`src/rtl/sha2_multiblock_engine.sv`:
```
`default_nettype none
// ============================================================================
//  Module      : sha2_multiblock_engine
//  Description : SHA-256 / SHA-224 hash engine for pre-padded messages of
//                any number of 512-bit blocks. It chains H across blocks and
//                runs 1, 2 or 4 compression rounds per clock over a rolling
//                16-word message schedule.
//  Revision    : 1.0 - initial release
// ============================================================================
module sha2_multiblock_engine #(
    parameter int ROUNDS_PER_CLK = 1,
    parameter int BLKCNT_W       = 16
) (
    input  logic                clk,
    input  logic                rst,
    input  logic                init_i,
    input  logic                mode_224_i,
    input  logic                dat_valid_i,
    output logic                dat_ready_o,
    input  logic [31:0]         dat_i,
    input  logic                dat_last_i,
    output logic                busy_o,
    output logic                hash_valid_o,
    output logic [255:0]        hash_o,
    output logic [BLKCNT_W-1:0] block_cnt_o,
    output logic                proto_err_o
);

    generate
        if (ROUNDS_PER_CLK != 1 && ROUNDS_PER_CLK != 2 && ROUNDS_PER_CLK != 4) begin : g_bad_rounds
            $error("sha2_multiblock_engine: ROUNDS_PER_CLK must be 1, 2 or 4");
        end
    endgenerate

    localparam logic [5:0] c_R_STEP = 6'(ROUNDS_PER_CLK);
    localparam logic [5:0] c_R_LAST = 6'(64 - ROUNDS_PER_CLK);

    localparam logic [255:0] c_IV256 =
        256'h6a09e667_bb67ae85_3c6ef372_a54ff53a_510e527f_9b05688c_1f83d9ab_5be0cd19;
    localparam logic [255:0] c_IV224 =
        256'hc1059ed8_367cd507_3070dd17_f70e5939_ffc00b31_68581511_64f98fa7_befa4fa4;

    localparam logic [31:0] c_K [64] = '{
        32'h428a2f98, 32'h71374491, 32'hb5c0fbcf, 32'he9b5dba5, 32'h3956c25b, 32'h59f111f1, 32'h923f82a4, 32'hab1c5ed5,
        32'hd807aa98, 32'h12835b01, 32'h243185be, 32'h550c7dc3, 32'h72be5d74, 32'h80deb1fe, 32'h9bdc06a7, 32'hc19bf174,
        32'he49b69c1, 32'hefbe4786, 32'h0fc19dc6, 32'h240ca1cc, 32'h2de92c6f, 32'h4a7484aa, 32'h5cb0a9dc, 32'h76f988da,
        32'h983e5152, 32'ha831c66d, 32'hb00327c8, 32'hbf597fc7, 32'hc6e00bf3, 32'hd5a79147, 32'h06ca6351, 32'h14292967,
        32'h27b70a85, 32'h2e1b2138, 32'h4d2c6dfc, 32'h53380d13, 32'h650a7354, 32'h766a0abb, 32'h81c2c92e, 32'h92722c85,
        32'ha2bfe8a1, 32'ha81a664b, 32'hc24b8b70, 32'hc76c51a3, 32'hd192e819, 32'hd6990624, 32'hf40e3585, 32'h106aa070,
        32'h19a4c116, 32'h1e376c08, 32'h2748774c, 32'h34b0bcb5, 32'h391c0cb3, 32'h4ed8aa4a, 32'h5b9cca4f, 32'h682e6ff3,
        32'h748f82ee, 32'h78a5636f, 32'h84c87814, 32'h8cc70208, 32'h90befffa, 32'ha4506ceb, 32'hbef9a3f7, 32'hc67178f2
    };

    typedef enum logic [1:0] {
        S_IDLE  = 2'd0,
        S_LOAD  = 2'd1,
        S_ROUND = 2'd2,
        S_FINAL = 2'd3
    } state_t;

    function automatic logic [31:0] f_rotr(input logic [31:0] x, input int n);
        return (x >> n) | (x << (32 - n));
    endfunction

    function automatic logic [31:0] f_ssig0(input logic [31:0] x);
        return f_rotr(x, 7) ^ f_rotr(x, 18) ^ (x >> 3);
    endfunction

    function automatic logic [31:0] f_ssig1(input logic [31:0] x);
        return f_rotr(x, 17) ^ f_rotr(x, 19) ^ (x >> 10);
    endfunction

    // One compression round; st packs a..h with a in the top word, kw = K[t] + W[t].
    function automatic logic [255:0] f_round(input logic [255:0] st, input logic [31:0] kw);
        logic [31:0] a, b, c, d, e, f, g, h, t1, t2;
        {a, b, c, d, e, f, g, h} = st;
        t1 = h + (f_rotr(e, 6) ^ f_rotr(e, 11) ^ f_rotr(e, 25)) + ((e & f) ^ (~e & g)) + kw;
        t2 = (f_rotr(a, 2) ^ f_rotr(a, 13) ^ f_rotr(a, 22)) + ((a & b) ^ (a & c) ^ (b & c));
        return {t1 + t2, a, b, c, d + t1, e, f, g};
    endfunction

    // Window holds W[t..t+15] with W[t] in the top word; drop W[t], append W[t+16].
    function automatic logic [511:0] f_sched(input logic [511:0] win);
        logic [31:0] nw;
        nw = f_ssig1(win[63:32]) + win[223:192] + f_ssig0(win[479:448]) + win[511:480];
        return {win[479:0], nw};
    endfunction

    function automatic logic [255:0] f_add8(input logic [255:0] x, input logic [255:0] y);
        logic [255:0] s;
        for (int i = 0; i < 8; i++) begin
            s[i*32 +: 32] = x[i*32 +: 32] + y[i*32 +: 32];
        end
        return s;
    endfunction

    state_t              r_state;
    logic [5:0]          r_cnt;
    logic [511:0]        r_win;
    logic [255:0]        r_v;
    logic [255:0]        r_hs;
    logic                r_mode;
    logic                r_last_blk;
    logic                r_pend;
    logic                r_ready;
    logic                r_busy;
    logic                r_hash_valid;
    logic [255:0]        r_hash;
    logic [BLKCNT_W-1:0] r_blk_cnt;
    logic                r_proto_err;

    logic [255:0]        w_st_nxt;
    logic [511:0]        w_win_nxt;
    logic [255:0]        w_hsum;
    logic [255:0]        w_digest;

    // Unrolled datapath: ROUNDS_PER_CLK chained rounds plus schedule shifts.
    always_comb begin
        w_st_nxt  = r_v;
        w_win_nxt = r_win;
        for (int j = 0; j < ROUNDS_PER_CLK; j++) begin
            w_st_nxt  = f_round(w_st_nxt, c_K[r_cnt + 6'(j)] + w_win_nxt[511:480]);
            w_win_nxt = f_sched(w_win_nxt);
        end
    end

    assign w_hsum   = f_add8(r_hs, r_v);
    assign w_digest = r_mode ? {r_hs[255:32], 32'h0} : r_hs;

    // Control FSM with registered handshake/status outputs and chaining value.
    always_ff @(posedge clk or posedge rst) begin
        if (rst) begin
            r_state      <= S_IDLE;
            r_cnt        <= 6'd0;
            r_win        <= '0;
            r_v          <= '0;
            r_hs         <= '0;
            r_mode       <= 1'b0;
            r_last_blk   <= 1'b0;
            r_pend       <= 1'b0;
            r_ready      <= 1'b0;
            r_busy       <= 1'b0;
            r_hash_valid <= 1'b0;
            r_hash       <= '0;
            r_blk_cnt    <= '0;
            r_proto_err  <= 1'b0;
        end else if (init_i) begin
            // New message (or abort): any in-flight block and pending digest are dropped.
            r_hs         <= mode_224_i ? c_IV224 : c_IV256;
            r_mode       <= mode_224_i;
            r_blk_cnt    <= '0;
            r_hash_valid <= 1'b0;
            r_proto_err  <= 1'b0;
            r_pend       <= 1'b0;
            r_cnt        <= 6'd0;
            r_state      <= S_LOAD;
            r_ready      <= 1'b1;
            r_busy       <= 1'b0;
        end else begin
            case (r_state)
                S_IDLE: begin
                    // Digest becomes visible one cycle after the last FINAL update.
                    if (r_pend) begin
                        r_pend       <= 1'b0;
                        r_hash_valid <= 1'b1;
                        r_hash       <= w_digest;
                    end
                end
                S_LOAD: begin
                    if (dat_valid_i && r_ready) begin
                        r_win <= {r_win[479:0], dat_i};
                        if (r_cnt == 6'd15) begin
                            r_last_blk <= dat_last_i;
                            r_v        <= r_hs;
                            r_cnt      <= 6'd0;
                            r_state    <= S_ROUND;
                            r_ready    <= 1'b0;
                            r_busy     <= 1'b1;
                        end else begin
                            r_cnt <= r_cnt + 6'd1;
                            if (dat_last_i) begin
                                r_proto_err <= 1'b1;
                            end
                        end
                    end
                end
                S_ROUND: begin
                    r_v   <= w_st_nxt;
                    r_win <= w_win_nxt;
                    if (r_cnt == c_R_LAST) begin
                        r_cnt   <= 6'd0;
                        r_state <= S_FINAL;
                    end else begin
                        r_cnt <= r_cnt + c_R_STEP;
                    end
                end
                default: begin
                    r_hs      <= w_hsum;
                    r_blk_cnt <= r_blk_cnt + BLKCNT_W'(1);
                    r_busy    <= 1'b0;
                    if (r_last_blk) begin
                        r_state <= S_IDLE;
                        r_pend  <= 1'b1;
                    end else begin
                        r_state <= S_LOAD;
                        r_ready <= 1'b1;
                    end
                end
            endcase
        end
    end

    assign dat_ready_o  = r_ready;
    assign busy_o       = r_busy;
    assign hash_valid_o = r_hash_valid;
    assign hash_o       = r_hash;
    assign block_cnt_o  = r_blk_cnt;
    assign proto_err_o  = r_proto_err;

endmodule
`default_nettype wire

```
`config.mk`:
```
export PLATFORM = sky130hd
export DESIGN_NAME = sha2_multiblock_engine
export DESIGN_NICKNAME = d
export VERILOG_FILES = /design/src/rtl/sha2_multiblock_engine.sv
export SDC_FILE = /design/constraint.sdc
export NUM_CORES = 2
export LEC_CHECK = 0
export ABC_AREA = 1
export ABC_CLOCK_PERIOD_IN_PS = 36200
export BUFFER_PORTS_ARGS = -buffer_cell sky130_fd_sc_hd__buf_2
export CORE_MARGIN = 4
export CORE_UTILIZATION = 40
export CTS_CLUSTER_SIZE = 28
export DETAILED_ROUTE_END_ITERATION = 16
export PLACE_DENSITY_LB_ADDON = 0.08
export SLEW_MARGIN = 30
export SYNTH_ARGS = -nofsm -noshare
export SYNTH_HDL_FRONTEND = slang
export SYNTH_SLANG_ARGS = --single-unit
```
`constraint.sdc`:
```
create_clock -name clk -period 36.2 [get_ports clk]
set_clock_uncertainty 0.1 [all_clocks]
set_input_delay 1.81 -clock clk [delete_from_list [all_inputs] [get_ports clk]]
set_output_delay 1.81 -clock clk [all_outputs]
set_load 0.005 [all_outputs]
```
==> results.md <==
- The height of the die is 465.1 um.
- The start of the worst register-to-register path is r_cnt[1].
- In this run the worst setup path begins at r_cnt[1].
- In this run the deepest clock path goes through 3 buffers.
- Setup violations remaining at the end of the flow were counted as 0.
- The insertion delay of the later-clocked pin in the worst-skew pair is 830 ps.
- On the worst path, the slowest cell contributes a delay of 770 ps.
- The CTS buffer count is 150.
- The cell count after synthesis came out at 10.69k.
- The number of fill cells in the layout is 21.31k.
- The capture point of the worst reg-to-reg path is r_v[241].
- The post-cts gate resize count is 0.
- The die covers 0.2163 mm^2.
- The remaining global-route overflow is 0.
- In the finished design, the share of the clock period the worst path needs comes to 27.58%.
- The setup path with the least slack is of type flop to flop.
- Derived from the worst setup path, the maximum achievable clock frequency is 0.1002 GHz.
- Clock tree synthesis selected as its root buffer the cell clkbuf_16.
- Across the run, the number of max-cap violations was 0.
- The synthesized net count is 11.31k.
- For the worst setup path, the data arrival time is 10,550 ps.
- After synthesis, flip-flops and latches occupy 39.26% of the total area.
- In this run the remaining antenna-violating nets after routing total 0.
- In this run the biggest area consumer among cell types represents 39.26% of the synthesized area.
- The proportion of synthesized flip-flops having asynchronous set or reset is 100.0%.
- The floorplan step set the die width to 465.1 um.
- The number of flip-flops and latches in the synthesized netlist is 1,311.
- The first global-routing pass estimated 519.5 mm of wire.
- The Yosys step of the flow raised 0 warnings.
- The kind of end point of the critical path is a flop.
- The count of unique library cells instantiated by Yosys is 63.
- CTS built an H-tree with a depth of 4.
- STA puts the critical path data required time at 36,760 ps.
- The floorplan has 167 rows.
- The type of the most critical hold path is flop to flop.
- The number of cells on the worst hold path is 1.
- Summing every instance area after synthesis gives 0.08356 mm^2.
- Setup slack on the worst reg-to-reg path comes out at 26,220 ps.
- The effective utilization at floorplan is 40.27%.
- The area overhead of the layout relative to synthesis is 11.21%.
- The congestion estimate from routability-driven global placement came to 0.9893.
- The minimum period implied by the final worst setup slack is 9984 ps.
- The DRC violations left is 0.
- The critical path ends at r_v[241].
- The tightest hold path in the finished design has a slack of 372.7 ps.
- The initial antenna violation count came to 12.
- Among the stages of the critical path, the cell type that occurs most often is inv_1.
- The count of vias placed by the detailed router is 76.36k.
- In the routed layout, each cell is associated on average with a via count of 5.572.
- The clock tree from TritonCTS is yes.
- The startpoint type of the worst setup path is a flop.
- The count of port buffers added during placement is 313.
- The number of placed I/O pins is 314.
- The number of optimization iterations in the first detailed-route pass is 7.
- In this run, the number of DRC markers left after iteration 0 of detailed routing was 7,315.
- The count of pins over their slew limit is 0.
- The clock drives 1,311 sinks.
- In this run the mean area of a mapped cell was 7.820 um^2.
- The number of flops mapped to enable cells by yosys is 0.
- After clock tree synthesis, the clock-pin slew on the worst setup and hold paths is 60 ps.
- The number of cells traversed by the worst register-to-register path is 32.
- The final total negative setup slack is 0 ps.
- The leading area contributor after synthesis is dfrtp_1.
- Ranked by instance count, the synthesized netlist is headed by nand2_1 (2,129), inv_1 (1,536), o21ai_0 (1,439).
- The most used flip-flop cell after synthesis is dfrtp_1.
- The via count of the first global-routing pass is 73.94k.
- The worst slew slack as a fraction of its limit is 27.85%.
- The final-report hold violation count is 0.
- The total wire length is 358.8 mm.
- The buffer count from post-CTS setup fixing is 0.
- The core outline area is 0.2075 mm^2.
- The pin count of the biggest net entering global routing is 229.
- The total routing usage reported by global routing is 32.53%.
- At the end of the flow, the number of nets in the layout was 11.43k.
- The run finished with clean final reports.
- Setup repair after global routing left no endpoint under its margin.
- In this run the worst path has a maximum fanout of 14.
- The average routed wire per standard cell is 26.19 um.
- The slowest stage cell on the critical path is xor2_1.
- Yosys instantiated no cell more often than nand2_1.
- The detailed-placement wirelength estimate is 282.8 mm.
- For the pin with the worst max-slew slack, the measured transition is 1074 ps.
- Of the cells placed in the final design, the portion with a size suffix greater than 1 is 7.326%.
- Hold repair after CTS inserted 0 buffers.
- In the post-synthesis netlist, the biggest area contributors are dfrtp_1 (39%), nand2_1 (9.6%), o21ai_0 (8.6%), inv_1 (6.9%), ha_1 (5.9%).
## worst min path at each step
stage               startpoint               to
2_1_floorplan       r_win[447]       r_win[479]
3_3_place_gp   block_cnt_o[15]  block_cnt_o[15]
3_5_place_dp   block_cnt_o[15]  block_cnt_o[15]
4_1_cts        block_cnt_o[15]  block_cnt_o[15]
5_1_grt        block_cnt_o[15]  block_cnt_o[15]
6_report       block_cnt_o[15]  block_cnt_o[15]
## per-layer routing
| metal | GRT usage, % | routed length (um) | vias up |
|---|---|---|---|
| li1 | - | - | 35290 |
| met4 | 13.44 | 17370 | 0 |
| met1 | 47.09 | 164600 | 37730 |
| met3 | 4.696 | 23390 | 562 |
| met5 | 0 | 0 | - |
| met2 | 48.78 | 153500 | 2772 |
## area by class of cell
| type | count | area (um^2) | share of cell area, % |
|---|---|---|---|
| diodes | 8 | 20.02 | 0.02154 |
| multi-input cells | 7377 | 43190 | 46.47 |
| repair buffers | 411 | 2442 | 2.628 |
| well taps | 2788 | 3488 | 3.754 |
| clock inverters | 49 | 774.5 | 0.8334 |
| flip-flops and latches | 1311 | 32810 | 35.30 |
| clock buffers | 213 | 4385 | 4.719 |
| inverters | 1546 | 5823 | 6.266 |
## registers in the layout (all words and copies together) (netlist names), 2 cells and up
signal,cells
r_v,256
block_cnt_o,16
r_win,512
r_hs,256
hash_o,256
r_state,2
r_cnt,6
## cells in the final DEF, fill, tap and decap left out, types with 14 or more instances in the layout
cell type	Yosys	final
xor2_1	251	251
nor3_1	106	106
buf_6	0	14
or2_2	17	17
o22ai_1	83	83
ha_1	395	394
nand4_1	83	83
a21oi_1	711	711
clkbuf_8	0	31
dfrtp_1	1311	1310
o21ai_0	1439	1437
o221ai_1	21	21
fa_1	195	195
nand3_1	375	375
mux2_2	82	82
clkinv_2	0	14
clkbuf_1	326	28
xnor2_1	172	172
a21o_1	30	30
buf_2	91	312
inv_1	1536	1534
nor2_1	725	721
o211ai_1	202	202
o21ai_1	16	18
a211oi_1	18	18
clkbuf_16	0	154
a31oi_1	85	85
a21boi_0	29	29
buf_4	4	80
a31o_2	18	18
o21bai_1	60	60
nand2_1	2129	2128
## through the flow
| step | worst slack, ps | utilization, % | cells | instance area, um^2 |
|---|---|---|---|---|
| CTS | 26580 | 44.73 | 13690 | 92810 |
| global placement | 26600 | 42.23 | 13430 | 87620 |
| global route | 26030 | 44.78 | 13700 | 92920 |
| detailed placement | 26650 | 42.24 | 13430 | 87650 |
| floorplan | 16160 | - | 10690 | 83560 |
| finish | 26220 | 44.79 | 13700 | 92930 |
## cells by family after synthesis
group | after synthesis | synth area share (%)
AND/OR/NAND/NOR | 3472 | 16.77
adder cells (fa/ha/maj) | 590 | 10.59
multiplexers | 82 | 1.105
buffers and inverters | 1997 | 9.127
flip-flops | 1311 | 39.26
XOR/XNOR | 423 | 4.434
AO/OA/AOI/OAI | 2810 | 18.71
## worst max-delay path: cells and delay by family, from the launching register on
family / cells / cell delay [ps]
compound gates: 7 / 2190
xor+xnor: 1 / 770
fa+ha+maj: 8 / 3220
buf+inv: 7 / 980
flops: 1 / 730
simple gates: 9 / 1780
Power is not shown: default switching activity piles up to over one toggle a cycle in this logic, so the estimate is an artifact.
